`src/rtl/uart_word_packer_pkg.sv`:
```
// Shared types and helpers for the uart byte-to-word packer.
package uart_word_packer_pkg;

   localparam int WORD_W = 32;
   localparam int BYTE_W = 8;

   typedef enum logic [1:0] {
      EMPTY = 2'd0,
      FILL  = 2'd1,
      ISSUE = 2'd2
   } state_t;

   function automatic logic [3:0] lane_be(input logic [1:0] lane);
      lane_be = 4'b0001 << lane;
   endfunction

endpackage

```
`src/rtl/uart_word_packer_if.sv`:
```
// Byte-write stream in, word-write memory port out, plus packer status.
interface uart_word_packer_if #(
   parameter int CNT_W = 16
);
   import uart_word_packer_pkg::*;

   logic                     byte_valid;
   logic                     byte_ready;
   logic [BYTE_W-1:0]        byte_data;
   logic [WORD_W-1:0]        byte_addr;
   logic                     flush;
   logic                     mem_req;
   logic                     mem_ack;
   logic [WORD_W-1:0]        mem_addr;
   logic [WORD_W-1:0]        mem_wdata;
   logic [WORD_W/BYTE_W-1:0] mem_be;
   logic                     busy;
   logic [CNT_W-1:0]         words_written;

   modport master (
      output byte_valid, byte_data, byte_addr, flush, mem_ack,
      input  byte_ready, mem_req, mem_addr, mem_wdata, mem_be, busy, words_written
   );

   modport slave (
      input  byte_valid, byte_data, byte_addr, flush, mem_ack,
      output byte_ready, mem_req, mem_addr, mem_wdata, mem_be, busy, words_written
   );

endinterface

```
`src/rtl/uart_idle_timer.sv`:
```
// Idle counter: clear restarts it, enable advances it, expire flags TIMEOUT_CYCLES-1.
module uart_idle_timer #(
   parameter int TIMEOUT_CYCLES = 1024
) (
   input  logic clk,
   input  logic rst_n,
   input  logic clear,
   input  logic enable,
   output logic expire
);

   localparam int CW = $clog2(TIMEOUT_CYCLES);

   logic [CW-1:0] count;

   assign expire = (count == CW'(TIMEOUT_CYCLES - 1));

   // Holds at the terminal value so a stalled owner never sees a wrap.
   always_ff @(posedge clk or negedge rst_n) begin
      if (!rst_n) begin
         count <= '0;
      end else if (clear) begin
         count <= '0;
      end else if (enable && !expire) begin
         count <= count + CW'(1);
      end
   end

endmodule

```
`src/rtl/uart_word_packer.sv`:
```
// Merges uart byte writes into little-endian 32-bit word writes with byte enables.
//   state | meaning
//   EMPTY | no word held, any byte is accepted
//   FILL  | partial word held, same-tag bytes merge
//   ISSUE | word presented on mem port until ack
module uart_word_packer
   import uart_word_packer_pkg::*;
#(
   parameter int TIMEOUT_CYCLES = 1024,
   parameter int CNT_W          = 16
) (
   input  logic             clk,
   input  logic             reset,
   uart_word_packer_if.slave bus
);

   localparam int LANES = WORD_W / BYTE_W;

   state_t              state;
   logic [WORD_W-3:0]   tag;
   logic [WORD_W-1:0]   data;
   logic [LANES-1:0]    be;
   logic                mem_req;
   logic [CNT_W-1:0]    words_written;

   logic                accept;
   logic                tag_match;
   logic                expire;
   logic [1:0]          lane;
   logic [LANES-1:0]    be_next;

   assign lane      = bus.byte_addr[1:0];
   assign tag_match = (bus.byte_addr[WORD_W-1:2] == tag);
   assign be_next   = be | lane_be(lane);

   assign bus.byte_ready = (state == EMPTY) ||
                           ((state == FILL) && (!bus.byte_valid || tag_match));
   assign accept         = bus.byte_valid && bus.byte_ready;

   uart_idle_timer #(
      .TIMEOUT_CYCLES(TIMEOUT_CYCLES)
   ) u_idle_timer (
      .clk   (clk),
      .rst_n (reset),
      .clear (accept || (state != FILL)),
      .enable(state == FILL),
      .expire(expire)
   );

   always_ff @(posedge clk or negedge reset) begin
      if (!reset) begin
         state         <= EMPTY;
         tag           <= '0;
         data          <= '0;
         be            <= '0;
         mem_req       <= 1'b0;
         words_written <= '0;
      end else begin
         case (state)
            EMPTY: begin
               if (accept) begin
                  tag                          <= bus.byte_addr[WORD_W-1:2];
                  data[lane*BYTE_W +: BYTE_W]  <= bus.byte_data;
                  be                           <= lane_be(lane);
                  state                        <= FILL;
               end
            end
            FILL: begin
               if (accept) begin
                  data[lane*BYTE_W +: BYTE_W] <= bus.byte_data;
                  be                          <= be_next;
               end
               // Without an accept, a valid byte here must carry a foreign tag.
               if (accept ? ((be_next == '1) || bus.flush)
                          : (bus.byte_valid || bus.flush || expire)) begin
                  state   <= ISSUE;
                  mem_req <= 1'b1;
               end
            end
            ISSUE: begin
               if (bus.mem_ack) begin
                  mem_req       <= 1'b0;
                  tag           <= '0;
                  data          <= '0;
                  be            <= '0;
                  words_written <= words_written + CNT_W'(1);
                  state         <= EMPTY;
               end
            end
            default: state <= EMPTY;
         endcase
      end
   end

   assign bus.mem_req       = mem_req;
   assign bus.mem_addr      = {tag, 2'b00};
   assign bus.mem_wdata     = data;
   assign bus.mem_be        = be;
   assign bus.busy          = (state != EMPTY);
   assign bus.words_written = words_written;

endmodule

```
`src/flat_wrapper.sv`:
```
// flat-port wrapper written by rule: the top's interface ports become plain ports
module uart_word_packer_flat import uart_word_packer_pkg::*;
#(
   parameter int TIMEOUT_CYCLES = 1024,
   parameter int CNT_W          = 16
)
  (clk, reset, bus_byte_valid, bus_byte_data, bus_byte_addr, bus_flush, bus_mem_ack, bus_byte_ready, bus_mem_req, bus_mem_addr, bus_mem_wdata, bus_mem_be, bus_busy, bus_words_written);
  uart_word_packer_if #(.CNT_W(CNT_W)) bus_i ();
  input  logic clk;
  input  logic reset;
  input wire logic [$bits(bus_i.byte_valid)-1:0] bus_byte_valid;
  input wire logic [$bits(bus_i.byte_data)-1:0] bus_byte_data;
  input wire logic [$bits(bus_i.byte_addr)-1:0] bus_byte_addr;
  input wire logic [$bits(bus_i.flush)-1:0] bus_flush;
  input wire logic [$bits(bus_i.mem_ack)-1:0] bus_mem_ack;
  output wire logic [$bits(bus_i.byte_ready)-1:0] bus_byte_ready;
  output wire logic [$bits(bus_i.mem_req)-1:0] bus_mem_req;
  output wire logic [$bits(bus_i.mem_addr)-1:0] bus_mem_addr;
  output wire logic [$bits(bus_i.mem_wdata)-1:0] bus_mem_wdata;
  output wire logic [$bits(bus_i.mem_be)-1:0] bus_mem_be;
  output wire logic [$bits(bus_i.busy)-1:0] bus_busy;
  output wire logic [$bits(bus_i.words_written)-1:0] bus_words_written;
  assign bus_i.byte_valid = bus_byte_valid;
  assign bus_i.byte_data = bus_byte_data;
  assign bus_i.byte_addr = bus_byte_addr;
  assign bus_i.flush = bus_flush;
  assign bus_i.mem_ack = bus_mem_ack;
  assign bus_byte_ready = bus_i.byte_ready;
  assign bus_mem_req = bus_i.mem_req;
  assign bus_mem_addr = bus_i.mem_addr;
  assign bus_mem_wdata = bus_i.mem_wdata;
  assign bus_mem_be = bus_i.mem_be;
  assign bus_busy = bus_i.busy;
  assign bus_words_written = bus_i.words_written;
  uart_word_packer #(.TIMEOUT_CYCLES(TIMEOUT_CYCLES), .CNT_W(CNT_W)) u_core (.clk(clk), .reset(reset), .bus(bus_i));
endmodule
```
`config.mk`:
```
export PLATFORM = sky130hd
export DESIGN_NAME = uart_word_packer_flat
export DESIGN_NICKNAME = d
export VERILOG_FILES = /design/src/rtl/uart_word_packer_pkg.sv /design/src/rtl/uart_word_packer_if.sv /design/src/rtl/uart_idle_timer.sv /design/src/rtl/uart_word_packer.sv /design/src/flat_wrapper.sv
export SDC_FILE = /design/constraint.sdc
export NUM_CORES = 1
export LEC_CHECK = 0
export CAP_MARGIN = 20
export CORE_UTILIZATION = 30
export DETAILED_ROUTE_END_ITERATION = 12
export MAX_ROUTING_LAYER = met4
export PLACE_DENSITY = 0.53
export SKIP_LAST_GASP = 1
export SLEW_MARGIN = 0
export SYNTH_ARGS = -nofsm -noshare
export SYNTH_HDL_FRONTEND = slang
export SYNTH_HIERARCHICAL = 1
export SYNTH_SLANG_ARGS = --single-unit
```
`constraint.sdc`:
```
create_clock -name clk -period 3.1 [get_ports clk]
set_input_delay 0.62 -clock clk [delete_from_list [all_inputs] [get_ports clk]]
set_output_delay 0.62 -clock clk [all_outputs]
set_load 0.05 [all_outputs]
```
==> flow_summary.json, run 1 <==
{
  "status": "complete, no violations",
  "antenna_found_initial": 0,
  "synthArstFlopShare": 1.000,
  "area_growth_pct": 42.64,
  "port_buffers": 129,
  "grt_pass1_wl_um": 20970,
  "clk_pin_slew_ns": 0.07,
  "synth_area_per_cell_um2": 10.38,
  "rr_worst_depth": 8,
  "multi_input_area_mm2": 0.002260,
  "dp_hpwl_um": 9587,
  "maxSlewHeadroom": 0.5359,
  "seq_area_mm2": 0.002377,
  "coreArea_mm2": 0.01531,
  "hold_viol_final": 0,
  "ios": 132,
  "p_total_uw": 7261,
  "htreeDepth": 3,
  "yosysWarnings": 6,
  "skew_ns": 0.007078,
  "final.setup.worst_slack_ns": 0.1175,
  "num-fill-cells": 1472,
  "post_route_cells_drive_above_1_share": 0.08126,
  "drt_iter0_drc": 175,
  "grt_usage": 0.1721,
  "min_path_type": "in2async",
  "cts_sinks": 95,
  "whs_ns": 0.2737,
  "ys_ff_latch": 95,
  "synth_top_flop_cell": "dfrtp_1",
  "cp_max_fo": 2,
  "via_count": 3928,
  "grt_max_degree": 43,
  "clockBufferDepth": 2,
  "tritoncts": "yes",
  "ant_nets": 0,
  "start_kind": "input pin",
  "fp.dieH_um": 127.9,
  "fmax_mhz": 335.3,
  "overflow": 0,
  "numCtsBuffers": 9,
  "antennaDiodeCount": 0,
  "worst_pin_slew_ns": 0.6915,
  "finalCritPeriodShare": 0.9621,
  "fp.dieW_um": 127.9,
  "ys_seq_area_frac": 0.5001,
  "drc": 0,
  "ctsRootBufferMaster": "clkbuf_16",
  "synth_cells": 458,
  "grt_setup_unrepaired": "false",
  "grt_pass1_vias": 3915,
  "dieArea_mm2": 0.01635,
  "ir_worst_vdd_mv": 0.6740,
  "crit_required_ns": 2.48,
  "ys_types": 48,
  "drt_pre_antenna_iters": 4,
  "place.gp.congestion": 0.8412,
  "p_leak_uw": 0.002923,
  "place_ws_ns": -0.03846,
  "synth_edf_count": 0,
  "cts_hold_buf": 0,
  "cts_setup_buffers": 0,
  "post-route-min-period_ns": 2.983,
  "slew_violations": 0,
  "drv_cap": 0,
  "avgViaCountPerCell": 4.826,
  "critical_path_class": "in2out",
  "setup_viol": 0,
  "insertion_delay_ns": 0.35,
  "fp-row-count": 45,
  "routed_wl_um": 13050,
  "fin_nets": 653,
  "syn-cell-area_mm2": 0.004753,
  "drt-wirelength-per-cell_um": 16.03,
  "start_util": 0.3104,
  "endpoint_kind": "output port",
  "worst_ep_arrival_time_ns": 2.36,
  "power_density_mw_per_mm2": 1071
}
==> sequential cells by signal, summed over array words and instances, names as in the netlist <==
signal,cells
u_core/bus.mem_req,1
u_core/state,2
u_core/bus.words_written,16
u_core/tag,30
u_core/bus.mem_wdata,32
u_core/u_idle_timer/count,10
u_core/bus.mem_be,4
==> layout make-up <==
class	count	share of cell area
Sequential cell	95	0.3506
Multi-Input combinational cell	332	0.3333
Timing Repair Buffer	149	0.2192
Tap cell	211	0.03894
Clock buffer	9	0.03322
Clock inverter	7	0.01864
Inverter	11	0.006090
==> path summary, 6_finish.rpt <==
check                                                    startpoint                                        to  slack, ns
min in group clk           u_core/bus.words_written[15]$_DFFE_PN0P_  u_core/bus.words_written[15]$_DFFE_PN0P_       0.48
min                                                           reset                 u_core/tag[7]$_DFFE_PN0P_       0.27
min reg2reg                u_core/bus.words_written[15]$_DFFE_PN0P_  u_core/bus.words_written[15]$_DFFE_PN0P_       0.48
max in group asynchronous                                     reset   u_core/bus.words_written[6]$_DFFE_PN0P_       2.12
max                                                bus_byte_addr[7]                            bus_byte_ready       0.12
max reg2reg                              u_core/tag[11]$_DFFE_PN0P_       u_core/bus.mem_wdata[7]$_DFFE_PN0P_       0.62
==> placed cells by master (no fill, tap or decap), types with 5 or more instances in the layout <==
cell and count:
nand3_1 7, nor4_1 12, mux2i_1 6, xnor2_1 11
clkdlybuf4s50_1 127, o21ai_0 39, and3_1 9, a21oi_1 6
nor2_1 26, or3_1 6, clkbuf_16 9, inv_1 11
ha_1 10, buf_4 18, dfrtp_1 95, xor2_1 38
nand2b_1 30, and2_1 9, nand2_1 43, a32o_1 33
o21ai_1 5, nand4_1 7
==> through the flow <==
stage | utilization | std cells | setup TNS, ns | cell area [µm²]
after global routing | 0.4427 | 814 | 0 | 6780
after floorplan | - | 459 | 0 | 4757
after CTS | 0.4419 | 814 | 0 | 6768
after global placement | 0.4190 | 798 | -0.2503 | 6416
after detailed placement | 0.4190 | 798 | -0.2574 | 6416
final | 0.4427 | 814 | 0 | 6780
==> metal layers <==
metal | GRT usage | vias up | share of wire
met5 | - | - | 0
met4 | 0.07612 | 0 | 0.022
met3 | 0.02337 | 20 | 0.025
met2 | 0.2781 | 70 | 0.50
met1 | 0.2156 | 1919 | 0.46
li1 | - | 1919 | -
==> cell families after synthesis <==
family | synth area share
other | 0.0007889
buffers and inverters | 0.03027
flip-flops | 0.5001
AND/OR/NAND/NOR | 0.1906
XOR/XNOR | 0.09029
AO/OA/AOI/OAI | 0.1466
multiplexers | 0.01500
adder cells (fa/ha/maj) | 0.02632
==> report_power, final <==
part / switching, µW / leakage [µW] / internal (µW)
Clock: 513 / 0.000169 / 800
Combinational: 2550 / 0.00149 / 1390
Sequential: 361 / 0.00126 / 1650
==> worst max-delay path, cell delays in order <==
cell,delay [ns]
clkdlybuf4s50_1,0.44
xor2_1,0.15
nor4_1,0.39
nand4_1,0.21
nor2_1,0.18
o21ai_0,0.09
nand2_1,0.12
buf_12,0.15
==> timing repair <==
| action | CTS | global route |
|---|---|---|
| gates resized for setup | 0 | 2 |
| setup endpoints to repair | 0 | 1 |
| hold endpoints to repair | 0 | 0 |
==> cells in the mapped netlist, drive strengths merged, types with 9 or more instances <==
master,instances,area [µm²]
dfrtp,95,2377
o21ai,45,225.2
nand2,43,161.4
xor2,38,332.8
a32o,33,330.3
nand2b,30,187.7
nor2,26,97.59
nor4,15,108.9
clkbuf,12,45.04
inv,11,41.29
xnor2,11,96.34
ha,10,125.1
and2,9,56.30
and3,9,56.30
buf,9,57.55
nand4,9,68.81
Note: power is estimated with default switching activity, not from simulation.
==> inputs of run 2 (changes only) <==
--- a/config.mk
+++ b/config.mk
@@ -6,6 +6,7 @@
 export NUM_CORES = 1
 export LEC_CHECK = 0
 export CAP_MARGIN = 20
+export CORE_MARGIN = 5
 export CORE_UTILIZATION = 30
 export DETAILED_ROUTE_END_ITERATION = 12
 export MAX_ROUTING_LAYER = met4
@@ -16,3 +17,4 @@
 export SYNTH_HDL_FRONTEND = slang
 export SYNTH_HIERARCHICAL = 1
 export SYNTH_SLANG_ARGS = --single-unit
+export TNS_END_PERCENT = 100
==> flow_summary.json, run 2 (same netlist as run 1, synthesis figures left out) <==
{
  "cts_sinks": 95,
  "top_layer": "met4",
  "grt_usage": 0.1484,
  "worst_pin_slew_ns": 0.6753,
  "fp-row-count": 46,
  "drt-wirelength-per-cell_um": 16.35,
  "htreeDepth": 3,
  "tritoncts": "yes",
  "met3_length_um": 444,
  "ir_worst_vdd_mv": 0.7343,
  "slew_violations": 0,
  "cp-startpoint": "bus_byte_addr[21]",
  "hold_viol_final": 0,
  "drv_cap": 0,
  "mostFrequentLayoutCell": "clkdlybuf4s50_1",
  "place.gp.congestion": 0.8432,
  "antennaDiodeCount": 0,
  "seqPwrFrac": 0.286,
  "r2r-start": "u_core/tag[10]$_DFFE_PN0P_",
  "fp.dieH_um": 135.9,
  "coreArea_mm2": 0.01571,
  "dp_hpwl_um": 10060,
  "seq_area_mm2": 0.002377,
  "num-fill-cells": 1513,
  "grt_pass1_vias": 3848,
  "via_count": 3909,
  "wl_met2_um": 6817,
  "overflow": 0,
  "cts_hold_buf": 0,
  "numCtsBuffers": 9,
  "clockBufferDepth": 2,
  "cp_max_fo": 2,
  "crit_required_ns": 2.48,
  "post-route-min-period_ns": 2.949,
  "wl_met1_um": 5930,
  "switchingPower_uw": 3447,
  "clkPwrFrac": 0.156,
  "place_ws_ns": -0.05956,
  "port_buffers": 129,
  "endpoint_kind": "output port",
  "reg2reg_slack_ns": 0.63,
  "post_route_cells_drive_above_1_share": 0.07513,
  "grt_setup_unrepaired": "false",
  "drt_iter0_drc": 193,
  "largest_reg_flops": 32,
  "setup_viol": 0,
  "internal_power_uw": 3594,
  "critical_path_class": "in2out",
  "start_util": 0.3025,
  "worst_ep_arrival_time_ns": 2.33,
  "endpoint": "bus_byte_ready",
  "p_leak_uw": 0.002876,
  "rr_worst_depth": 7,
  "drc": 0,
  "multi_input_area_mm2": 0.002260,
  "start_kind": "input pin",
  "finalCritPeriodShare": 0.9514,
  "status": "complete, no violations",
  "dieArea_mm2": 0.01846,
  "fmax_mhz": 339.1,
  "combPwrFrac": 0.558,
  "avgViaCountPerCell": 4.796,
  "area_growth_pct": 41.01,
  "ios": 132,
  "grt_max_degree": 52,
  "ant_nets": 0,
  "routed_wl_um": 13330,
  "clk_pin_slew_ns": 0.07,
  "maxSlewHeadroom": 0.5468,
  "final.setup.worst_slack_ns": 0.1507,
  "fin_nets": 649,
  "layout_common_cells": "clkdlybuf4s50_1 (127), dfrtp_1 (95), nand2_1 (43)",
  "skew_ns": 0.009031,
  "power_density_mw_per_mm2": 1051,
  "switching_share": 0.4896,
  "drt_pre_antenna_iters": 4,
  "whs_ns": 0.2749,
  "r2r-end": "u_core/bus.mem_wdata[26]$_DFFE_PN0P_",
  "insertion_delay_ns": 0.35,
  "min_path_type": "in2async",
  "ctsRootBufferMaster": "clkbuf_16",
  "antenna_found_initial": 0,
  "grt_pass1_wl_um": 20980,
  "fp.dieW_um": 135.9
}
==> run 2: cell count changes in the layout (fill, tap and decap cells not counted), sizes merged <==
| cell | change |
|---|---|
| buf | -4 |
| bufinv | -3 |
| clkinv | +2 |
| inv | +1 |
==> run 2: power groups by stage <==
| stage | Combinational (µW) | Clock (µW) | Sequential [µW] |
|---|---|---|---|
| after floorplan | 1280 | 0 | 3290 |
| after global routing | 4170 | 1190 | 2080 |
| after CTS | 3950 | 1140 | 2020 |
| after global placement | 3910 | 0 | 2030 |
| final | 3930 | 1100 | 2020 |
| after detailed placement | 3940 | 0 | 2040 |
==> run 2: metrics by stage <==
| stage | total power, µW | setup TNS [ns] | instance area [µm²] | std cells | util |
|---|---|---|---|---|---|
| 2_1_floorplan | 4567 | 0 | 4757 | 459 | - |
| 3_3_place_gp | 5936 | 0 | 6392 | 799 | 0.4068 |
| 3_5_place_dp | 5983 | -0.8602 | 6392 | 799 | 0.4068 |
| 4_1_cts | 7111 | 0 | 6690 | 815 | 0.4258 |
| 5_1_grt | 7434 | 0 | 6703 | 815 | 0.4266 |
| 6_report | 7042 | 0 | 6703 | 815 | 0.4266 |
==> run 2: metal layers <==
layer,vias up,track usage
met5,-,-
met4,0,0.03751
met3,9,0.02591
met2,81,0.2406
met1,1915,0.1940
li1,1904,-
==> run 2: what timing repair did <==
action | 4_1_cts | 5_1_grt
endpoints found under the setup margin | 0 | 1
buffers inserted | 0 | 0
gates resized for setup | 0 | 2
==> run 2: worst max-delay path, cell delays in order <==
cell and delay, ns:
clkdlybuf4s50_1 0.44, xor2_1 0.18, nor4_1 0.34, nand4_1 0.22, nor2_1 0.17, o21ai_0 0.09, nand2_1 0.12, buf_12 0.14
==> run 2: worst min path at each step <==
stage	start	endpoint	slack, ns	cells past startpoint
after floorplan	reset	u_core/bus.mem_be[0]$_DFFE_PN0P_	0.32	0
after global placement	u_core/bus.words_written[15]$_DFFE_PN0P_	u_core/bus.words_written[15]$_DFFE_PN0P_	0.46	1
after detailed placement	u_core/bus.words_written[15]$_DFFE_PN0P_	u_core/bus.words_written[15]$_DFFE_PN0P_	0.48	1
after CTS	reset	u_core/bus.words_written[13]$_DFFE_PN0P_	0.29	1
after global routing	reset	u_core/bus.mem_wdata[28]$_DFFE_PN0P_	0.32	1
final	reset	u_core/bus.words_written[2]$_DFFE_PN0P_	0.27	1
==> run 2: cell type report <==
cell class,count,share of cell area
flip-flops and latches,95,0.3547
clock buffers,9,0.03360
multi-input cells,332,0.3371
clock inverters,7,0.01083
inverters,11,0.006160
repair buffers,145,0.2173
well taps,216,0.04032
==> inputs of run 3 (changes only) <==
--- a/config.mk
+++ b/config.mk
@@ -10,7 +10,7 @@
 export CORE_UTILIZATION = 30
 export DETAILED_ROUTE_END_ITERATION = 12
 export MAX_ROUTING_LAYER = met4
-export PLACE_DENSITY = 0.53
+export PLACE_DENSITY = 0.55
 export SKIP_LAST_GASP = 1
 export SLEW_MARGIN = 0
 export SYNTH_ARGS = -nofsm -noshare
==> constraint.sdc (replaced) <==
create_clock -name clk -period 2.5 [get_ports clk]
set_input_delay 0.5 -clock clk [delete_from_list [all_inputs] [get_ports clk]]
set_output_delay 0.5 -clock clk [all_outputs]
set_load 0.05 [all_outputs]
==> flow_summary.json, run 3 (same netlist as run 1, synthesis figures left out) <==
{
  "placed_area_mm2": 0.006525,
  "drt_pre_antenna_iters": 4,
  "htreeDepth": 3,
  "layout_common_cells": "clkdlybuf4s50_1 (98), dfrtp_1 (95), nand2_1 (43)",
  "routed_wl_um": 13460,
  "final_cell_area_mm2": 0.006957,
  "grt_setup_unrepaired": "true",
  "whs_ns": 0.1868,
  "combPwrFrac": 0.566,
  "tns_ns": -0.01591,
  "grtUsageMet3": 0.01962,
  "fp.dieW_um": 135.9,
  "crit_required_ns": 2.00,
  "num-fill-cells": 1486,
  "fp.dieH_um": 135.9,
  "cp-startpoint": "bus_byte_addr[7]",
  "dp_hpwl_um": 9880,
  "ios": 132,
  "grt_busiest_layer": "met2",
  "area_growth_pct": 46.35,
  "fmax_mhz": 397.5,
  "critical_path_class": "in2out",
  "p_leak_uw": 0.003072,
  "maxSlewHeadroom": 0.5723,
  "fp-row-count": 46,
  "worst-path-buf-inv": 3,
  "insertion_delay_ns": 0.35,
  "internal_power_uw": 4615,
  "final.setup.worst_slack_ns": -0.01591,
  "via_count": 4093,
  "min_path_type": "in2async",
  "max_stage_delay_ns": 0.32,
  "switching_share": 0.4829,
  "finalCritPeriodShare": 1.006,
  "grt_pass1_vias": 4171,
  "grt_usage": 0.1532,
  "clkPwrFrac": 0.156,
  "grt_use_met1": 0.1908,
  "post_route_cells_drive_above_1_share": 0.1346,
  "clk_pin_slew_ns": 0.07,
  "port_buffers": 129,
  "met2_usage": 0.2533,
  "tritoncts": "yes",
  "status": "finished, violations left",
  "coreArea_mm2": 0.01571,
  "ctsRootBufferMaster": "clkbuf_16",
  "multi_input_area_mm2": 0.002342,
  "endpoint_kind": "output port",
  "place_ws_ns": -0.4561,
  "worstPathCellList": "dlygate4sd2_1, xor2_1, nor4_2, nand4_1, buf_4, nor2_4, o21ai_1, nand2_1, buf_12",
  "start_kind": "input pin",
  "drt-wirelength-per-cell_um": 16.00,
  "r2r-start": "u_core/tag[17]$_DFFE_PN0P_",
  "numCtsBuffers": 9,
  "overflow": 0,
  "fin_nets": 674,
  "seqPwrFrac": 0.279,
  "grt_pass1_wl_um": 21690,
  "violations": "negative setup slack",
  "post-route-min-period_ns": 2.516,
  "start_util": 0.3025,
  "mostFrequentLayoutCell": "clkdlybuf4s50_1",
  "place.gp.congestion": 0.8009,
  "setup_viol": 1,
  "worst_pin_slew_ns": 0.6416,
  "largest_reg_flops": 32,
  "clockBufferDepth": 2,
  "cts_sinks": 95,
  "seq_area_mm2": 0.002377,
  "ant_nets": 0,
  "drt_iter0_drc": 223,
  "cp_slowest_cell": "nor4_2",
  "slew_violations": 0,
  "grt_max_degree": 61,
  "drc": 0,
  "dieArea_mm2": 0.01846,
  "hold_viol_final": 0,
  "avgViaCountPerCell": 4.867,
  "skew_ns": 0.01053,
  "critical-path-top-delay-family": "simple AND/OR/NAND/NOR gates",
  "drv_cap": 0,
  "switchingPower_uw": 4309,
  "ir_worst_vdd_mv": 0.5737,
  "power_density_mw_per_mm2": 1283,
  "cp_max_fo": 2,
  "antenna_found_initial": 1,
  "worst_ep_arrival_time_ns": 2.02
}
run 3: per-stage QoR:
stage | utilization | power [µW] | cells
2_1_floorplan | - | 5663 | 459
3_3_place_gp | 0.4153 | 7392 | 817
3_5_place_dp | 0.4153 | 7460 | 817
4_1_cts | 0.4375 | 8946 | 838
5_1_grt | 0.4427 | 9417 | 841
6_report | 0.4427 | 8924 | 841
run 3: path summary, 6_finish.rpt:
| path | endpoint | slack (ns) | cells after the start |
|---|---|---|---|
| worst min register to register | u_core/bus.mem_wdata[0]$_DFFE_PN0P_ | 0.49 | 1 |
| worst max register to register | u_core/state[0]$_DFFE_PN0P_ | 0.03 | 11 |
| worst min-delay path | u_core/tag[24]$_DFFE_PN0P_ | 0.19 | 1 |
| worst max-delay path | bus_byte_ready | -0.02 | 9 |
| max in group asynchronous | u_core/bus.mem_wdata[25]$_DFFE_PN0P_ | 1.65 | 2 |
| min in group clk | u_core/tag[28]$_DFFE_PN0P_ | 0.48 | 3 |
run 3: metal layers:
layer	share of wire	routed length (µm)
met1	0.44	5936
met2	0.51	6922
met3	0.023	310
met4	0.021	287
met5	0	0
run 3: cell type report:
class / instances / share of cell area
multi-input combinational: 332 / 0.3367
inverter: 11 / 0.005935
clock buffer: 11 / 0.03345
clock inverter: 5 / 0.009173
sequential: 95 / 0.3417
antenna: 1 / 0.0003597
tap: 216 / 0.03885
timing repair buffer: 170 / 0.2338
run 3: timing repair:
item,CTS,global route
setup buffers,5,2
setup endpoints to repair,34,37
hold buffers,0,0
gates resized for setup,32,16
endpoints found under the hold margin,0,0
pin swaps,10,9
run 3: power groups by stage:
stage,Clock (µW),Combinational (µW),Sequential (µW)
CTS,1430,5020,2500
floorplan,0,1590,4080
global route,1490,5370,2560
global placement,0,4880,2510
finish,1390,5050,2490
detailed placement,0,4940,2520
